$ cat config.mk
export PLATFORM = sky130hd
export DESIGN_NAME = axis_keep_pack
export DESIGN_NICKNAME = d
export VERILOG_FILES = /design/src/rtl/axis_keep_pack.sv
export SDC_FILE = /design/constraint.sdc
export NUM_CORES = 1
export LEC_CHECK = 0
export ABC_CLOCK_PERIOD_IN_PS = 12200
export BUFFER_PORTS_ARGS = -buffer_cell sky130_fd_sc_hd__buf_2
export CORE_ASPECT_RATIO = 0.8
export CORE_UTILIZATION = 40
export CTS_BUF_LIST = sky130_fd_sc_hd__clkbuf_2 sky130_fd_sc_hd__clkbuf_4 sky130_fd_sc_hd__clkbuf_8
export DETAILED_ROUTE_END_ITERATION = 7
export GPL_ROUTABILITY_DRIVEN = 0
export GPL_TIMING_DRIVEN = 0
export PLACE_DENSITY = 0.57
export SYNTH_ARGS = -nofsm -noshare
export SYNTH_HDL_FRONTEND = slang
export SYNTH_SLANG_ARGS = --single-unit
$ cat constraint.sdc
create_clock -name aclk -period 12.2 [get_ports aclk]
set_input_delay 2.44 -clock aclk [delete_from_list [all_inputs] [get_ports aclk]]
set_output_delay 2.44 -clock aclk [all_outputs]
set_load 0.01 [all_outputs]
$ cat src/rtl/axis_keep_pack.sv
// axis_keep_pack
//
// Packs a sparse AXI-Stream (valid bytes form a contiguous run starting at
// byte 0, as produced by a byte-rotate stage) into dense output beats.
// Partial beats are accumulated until a full beat can be emitted or the
// packet ends. A packet whose tail overflows one output beat costs one extra
// FLUSH cycle, during which the input is stalled.
//
// Parameters
//   DATA_WIDTH : tdata width in bits (multiple of 8, at least 16)
//   USER_WIDTH : tuser width in bits
//
// Ports
//   aclk, areset          : clock, synchronous active-high reset
//   s_axis_*              : sparse input stream (tdata/tuser/tvalid/tready/tlast/tkeep)
//   m_axis_*              : packed, fully registered output stream
module axis_keep_pack #(
  parameter int DATA_WIDTH = 64,
  parameter int USER_WIDTH = 64
) (
  input  logic                    aclk,
  input  logic                    areset,
  input  logic [DATA_WIDTH-1:0]   s_axis_tdata,
  input  logic [USER_WIDTH-1:0]   s_axis_tuser,
  input  logic                    s_axis_tvalid,
  output logic                    s_axis_tready,
  input  logic                    s_axis_tlast,
  input  logic [DATA_WIDTH/8-1:0] s_axis_tkeep,
  output logic [DATA_WIDTH-1:0]   m_axis_tdata,
  output logic [USER_WIDTH-1:0]   m_axis_tuser,
  output logic                    m_axis_tvalid,
  input  logic                    m_axis_tready,
  output logic                    m_axis_tlast,
  output logic [DATA_WIDTH/8-1:0] m_axis_tkeep
);

  localparam int BYTES = DATA_WIDTH / 8;
  localparam int CW    = $clog2(BYTES);       // holds 0..BYTES-1
  localparam int NW    = $clog2(BYTES + 1);   // holds 0..BYTES
  localparam int TW    = $clog2(2 * BYTES);   // holds 0..2*BYTES-1
  localparam logic [TW-1:0] BYTES_T = TW'(BYTES);

  typedef enum logic {ST_ACCUM, ST_FLUSH} state_t;

  state_t                  state_reg, state_next;
  logic [CW-1:0]           cnt_reg, cnt_next;
  // Only the low BYTES-1 bytes are ever non-zero; the top byte stays zero.
  logic [DATA_WIDTH-1:0]   acc_reg, acc_next;
  logic [USER_WIDTH-1:0]   user_reg, user_next;
  logic                    in_pkt_reg, in_pkt_next;
  logic                    rst_done_reg;

  logic [DATA_WIDTH-1:0]   m_data_reg, m_data_next;
  logic [USER_WIDTH-1:0]   m_user_reg, m_user_next;
  logic                    m_valid_reg, m_valid_next;
  logic                    m_last_reg, m_last_next;
  logic [BYTES-1:0]        m_keep_reg, m_keep_next;

  logic [NW-1:0]           n_bytes;
  logic [DATA_WIDTH-1:0]   in_masked;
  logic [2*DATA_WIDTH-1:0] combined;
  logic [TW-1:0]           total;
  logic [USER_WIDTH-1:0]   pkt_user;
  logic                    slot_free;
  logic                    accept;

  function automatic logic [BYTES-1:0] keep_mask(input logic [TW-1:0] k);
    logic [BYTES-1:0] m;
    m = '0;
    for (int i = 0; i < BYTES; i++) begin
      m[i] = (TW'(i) < k);
    end
    return m;
  endfunction

  // Length of the run of ones in tkeep starting at bit 0.
  always_comb begin
    logic run;
    n_bytes = '0;
    run     = 1'b1;
    for (int i = 0; i < BYTES; i++) begin
      if (run && s_axis_tkeep[i]) begin
        n_bytes = n_bytes + NW'(1);
      end else begin
        run = 1'b0;
      end
    end
  end

  // Zero every input byte beyond the run so garbage never reaches the output.
  genvar gi;
  generate
    for (gi = 0; gi < BYTES; gi++) begin : g_mask
      assign in_masked[gi*8 +: 8] = (NW'(gi) < n_bytes) ? s_axis_tdata[gi*8 +: 8] : 8'h00;
    end
  endgenerate

  // Accumulated bytes in the low part, new bytes appended at byte cnt.
  // Low half is the candidate output beat, high half the overflow remainder.
  assign combined = {{DATA_WIDTH{1'b0}}, acc_reg}
                  | ({{DATA_WIDTH{1'b0}}, in_masked} << {cnt_reg, 3'b000});
  assign total    = TW'(cnt_reg) + TW'(n_bytes);

  assign slot_free     = !m_valid_reg || m_axis_tready;
  assign s_axis_tready = rst_done_reg && (state_reg == ST_ACCUM) && slot_free;
  assign accept        = s_axis_tvalid && s_axis_tready;
  // On the first beat of a packet the latched user is not yet available.
  assign pkt_user      = in_pkt_reg ? user_reg : s_axis_tuser;

  always_comb begin
    state_next   = state_reg;
    cnt_next     = cnt_reg;
    acc_next     = acc_reg;
    user_next    = user_reg;
    in_pkt_next  = in_pkt_reg;
    m_data_next  = m_data_reg;
    m_user_next  = m_user_reg;
    m_valid_next = m_valid_reg;
    m_last_next  = m_last_reg;
    m_keep_next  = m_keep_reg;

    if (m_valid_reg && m_axis_tready) begin
      m_valid_next = 1'b0;
    end

    case (state_reg)
      ST_ACCUM: begin
        if (accept) begin
          in_pkt_next = !s_axis_tlast;
          if (!in_pkt_reg) begin
            user_next = s_axis_tuser;
          end
          if (total >= BYTES_T) begin
            // Full beat available; keep the overflow.
            m_valid_next = 1'b1;
            m_data_next  = combined[DATA_WIDTH-1:0];
            m_keep_next  = '1;
            m_user_next  = pkt_user;
            acc_next     = combined[2*DATA_WIDTH-1:DATA_WIDTH];
            cnt_next     = CW'(total - BYTES_T);
            // Only complete the packet here if nothing is left over.
            m_last_next  = s_axis_tlast && (total == BYTES_T);
            if (s_axis_tlast && (total != BYTES_T)) begin
              state_next = ST_FLUSH;
            end
          end else if (s_axis_tlast) begin
            cnt_next = '0;
            acc_next = '0;
            if (total != '0) begin
              m_valid_next = 1'b1;
              m_data_next  = combined[DATA_WIDTH-1:0];
              m_keep_next  = keep_mask(total);
              m_last_next  = 1'b1;
              m_user_next  = pkt_user;
            end
          end else begin
            acc_next = combined[DATA_WIDTH-1:0];
            cnt_next = CW'(total);
          end
        end
      end
      ST_FLUSH: begin
        if (slot_free) begin
          m_valid_next = 1'b1;
          m_data_next  = acc_reg;
          m_keep_next  = keep_mask(TW'(cnt_reg));
          m_last_next  = 1'b1;
          m_user_next  = user_reg;
          acc_next     = '0;
          cnt_next     = '0;
          state_next   = ST_ACCUM;
        end
      end
      default: state_next = ST_ACCUM;
    endcase
  end

  always_ff @(posedge aclk) begin
    if (areset) begin
      state_reg    <= ST_ACCUM;
      cnt_reg      <= '0;
      acc_reg      <= '0;
      user_reg     <= '0;
      in_pkt_reg   <= 1'b0;
      rst_done_reg <= 1'b0;
      m_data_reg   <= '0;
      m_user_reg   <= '0;
      m_valid_reg  <= 1'b0;
      m_last_reg   <= 1'b0;
      m_keep_reg   <= '0;
    end else begin
      state_reg    <= state_next;
      cnt_reg      <= cnt_next;
      acc_reg      <= acc_next;
      user_reg     <= user_next;
      in_pkt_reg   <= in_pkt_next;
      rst_done_reg <= 1'b1;
      m_data_reg   <= m_data_next;
      m_user_reg   <= m_user_next;
      m_valid_reg  <= m_valid_next;
      m_last_reg   <= m_last_next;
      m_keep_reg   <= m_keep_next;
    end
  end

  assign m_axis_tdata  = m_data_reg;
  assign m_axis_tuser  = m_user_reg;
  assign m_axis_tvalid = m_valid_reg;
  assign m_axis_tlast  = m_last_reg;
  assign m_axis_tkeep  = m_keep_reg;

endmodule

==> summary.txt <==
Status
  • Outcome: completed

Clock tree
  • CTS Buf Count: 47
  • TritonCTS clock tree: built
  • Clock Path Buffers: 3
  • Cts repair resizes: 0
  • Htree depth: 2
  • Clk root buf: clkbuf_8
  • Worst-Skew Late Latency: 630 ps
  • Clock transition at path regs: 60 ps
  • CTS sink cnt: 272
  • Post-CTS Hold Buffers: 0
  • Setup bufs post-CTS: 0

Synthesis
  • Share of the synthesized area in the top cell type: 37.3%
  • Most used DFF post-synth: dfxtp_1
  • Synth Warn #: 0
  • Synth top area cells: dfxtp_1 (37%), nand2_1 (7.5%), a21oi_1 (5.4%)
  • Syn avg cell area: 7.96 um^2
  • Post-Syn Instances: 1833
  • Post-synth top area cell: dfxtp_1
  • Ys async rst share: 0%
  • Seq cells post-synth: 272
  • EDFF count, synth: 0
  • Synth Cell Area: 14600 um^2
  • Netlist cell types: 84
  • Seq/Total Area, Yosys: 37.3%
  • Syn Nets: 1983

STA
  • Worst hold margin: 449 ps
  • Slew Limit Fails: 0
  • Final Hold Viols: 0
  • Maximum clock frequency: 111 MHz
  • Slew @ Worst Pin: 1340 ps
  • Skew final: 39.3 ps
  • Fin crit share: 73.8%
  • Final setup viols: 0
  • Setup TNS: 0 ps
  • Crit path time final: 9000 ps
  • Relative slew slack: 10.3%
  • RSZ-0062 raised after global routing: false

Worst setup path
  • R2R Setup Slk: 7520 ps
  • Reg-to-Reg Start: cnt_reg[1]
  • CP startpoint: s_axis_tkeep[2]
  • Kind of critical path: input port to register
  • Critical Path Sink: acc_reg[39]
  • Critical Path Start Type: input port
  • Critical Path End Type: register
  • Worst-path fanout max: 10
  • CP required: 12720 ps
  • Reg2Reg Depth: 12
  • R2r endpoint: m_axis_tdata[2]
  • CP arrival: 9520 ps

Finish
  • Sequential Area: 5450 um^2
  • Commonest non-fill, non-tap cell in the layout: buf_2
  • Non-Filler Instances: 2676
  • Layout area overhead: 20.8%
  • Final net count: 2309
  • Filler cells: 3645
  • Final instance area: 17600 um^2
  • Commonest non-fill, non-tap cells in the layout: buf_2 (309), nand2_1 (293), dfxtp_1 (272)
  • Multi-input logic area: 8340 um^2
  • Layout cell share with drive strength beyond 1: 20.1%

Place
  • Dpl cells: 2590
  • Port bufs: 277
  • Post-DP HPWL: 51.8 mm
  • Placement Cell Area: 16600 um^2

Global route
  • Total grt overflow: 0
  • Largest net degree at the start of global routing: 13
  • Initial antenna violation count: 2
  • Vias in the first global route: 16000
  • Total GRT Usage: 35.2%
  • First-pass GRT wire length: 100 mm

Floorplanning
  • Die area: 37200 um^2
  • Starting Density: 40.6%
  • Core area: 35900 um^2
  • Die width: 215 um
  • Top Ports: 280
  • DIE HEIGHT: 173 um
  • Row cnt: 62

Min path
  • Worst hold path class: register to register

Route
  • Routed WL per cell: 25.5 um
  • Initial drt markers: 2638
  • Vias/cell: 6.46
  • Via Count: 17300
  • 1st-pass router iterations: 7
  • Final wirelength: 68.2 mm
  • Residual DRC count: 0
  • Antenna-violating nets left: 0

Job
  • Max_cap viols: 0

Pwr
  • LEAKAGE: 0.00654 uW
  • Worst vdd ir: 0.0000917 V
  • Power per Cell Area: 121 nW/um^2
## cell usage after synthesis, types with 18 or more instances
cell type	number
o21ai_0	118
a311oi_1	64
a31oi_1	44
and2_1	18
a211oi_1	18
a22oi_1	46
a32oi_1	29
nor3_1	28
dfxtp_1	272
a21oi_1	157
nand2_1	293
buf_2	32
and3_1	27
clkbuf_1	129
o21ai_1	36
nor2b_1	23
inv_1	24
a221oi_1	30
o211ai_1	45
nand3_1	46
o22ai_1	18
nor2_1	110
## worst min path at each step
stage / start / cells past startpoint / to
after floorplan: acc_reg[57] / 2 / acc_reg[57]
after global placement: acc_reg[56] / 2 / acc_reg[56]
after detailed placement: acc_reg[60] / 2 / acc_reg[60]
after CTS: acc_reg[60] / 2 / acc_reg[60]
after global routing: acc_reg[58] / 2 / acc_reg[58]
final: acc_reg[60] / 2 / acc_reg[60]
## cell families (layout without fill, tap and decap cells)
logic type / after synthesis / count (layout) / synth area share [%]
buffers and inverters: 198 / 559 / 5.47
xor gates and xnor gates: 7 / 7 / 0.609
DFF: 272 / 272 / 37.3
muxes: 20 / 20 / 1.98
AOI/OAI and AO/OA: 747 / 747 / 36.0
adders and majority gates: 9 / 9 / 0.824
other: 0 / 2 / 0
and+or+nand+nor: 580 / 580 / 17.8
## critical path, cell delays in order
cell       delay (ps)
buf_2             140
inv_1              90
a21boi_0           90
ha_1              310
nand2_1            50
a31oi_1           490
ha_1              370
o211ai_1          250
a211oi_1          150
a21o_1            170
ha_1              300
mux2i_1            70
a2111oi_0         740
a21o_1            130
buf_2             270
ha_1              280
and3_1            160
a211oi_1          300
xnor3_1           390
nor3_1            810
nand2_1           630
clkbuf_1          530
o221ai_1          330
## metrics by stage
| step | total power, uW | worst slack (ps) | util, % |
|---|---|---|---|
| after floorplan | 1080 | 4740 | - |
| after global placement | 1210 | 3080 | 46.1 |
| after detailed placement | 1210 | 3000 | 46.1 |
| after CTS | 2130 | 3590 | 49.0 |
| after global routing | 2200 | 3030 | 49.0 |
| final | 2130 | 3200 | 49.0 |
## metal layers
layer  part of all wire, %  GRT usage [%]  up-vias
li1                      -              -     7630
met4                   4.8           13.0        2
met5                 0.019              0        -
met2                    39           48.6     1198
met3                    14           15.1      283
met1                    43           48.2     8184
## area by class of cell
cell class | count | area share [%]
multi-input cells | 1363 | 47.3
flip-flops and latches | 272 | 30.9
repair buffers | 277 | 7.87
clock buffers | 75 | 5.33
plain buffers | 172 | 3.98
well taps | 480 | 3.41
clock inverters | 9 | 0.589
inverters | 26 | 0.554
diodes | 2 | 0.0284
## where the power goes
part | leakage [uW] | total [uW] | switching, uW | internal, uW
clock network | 0.000554 | 928 | 398 | 530
logic | 0.00378 | 270 | 191 | 79.1
registers | 0.00221 | 932 | 14.6 | 917
Power figures use the tool's default switching activity.
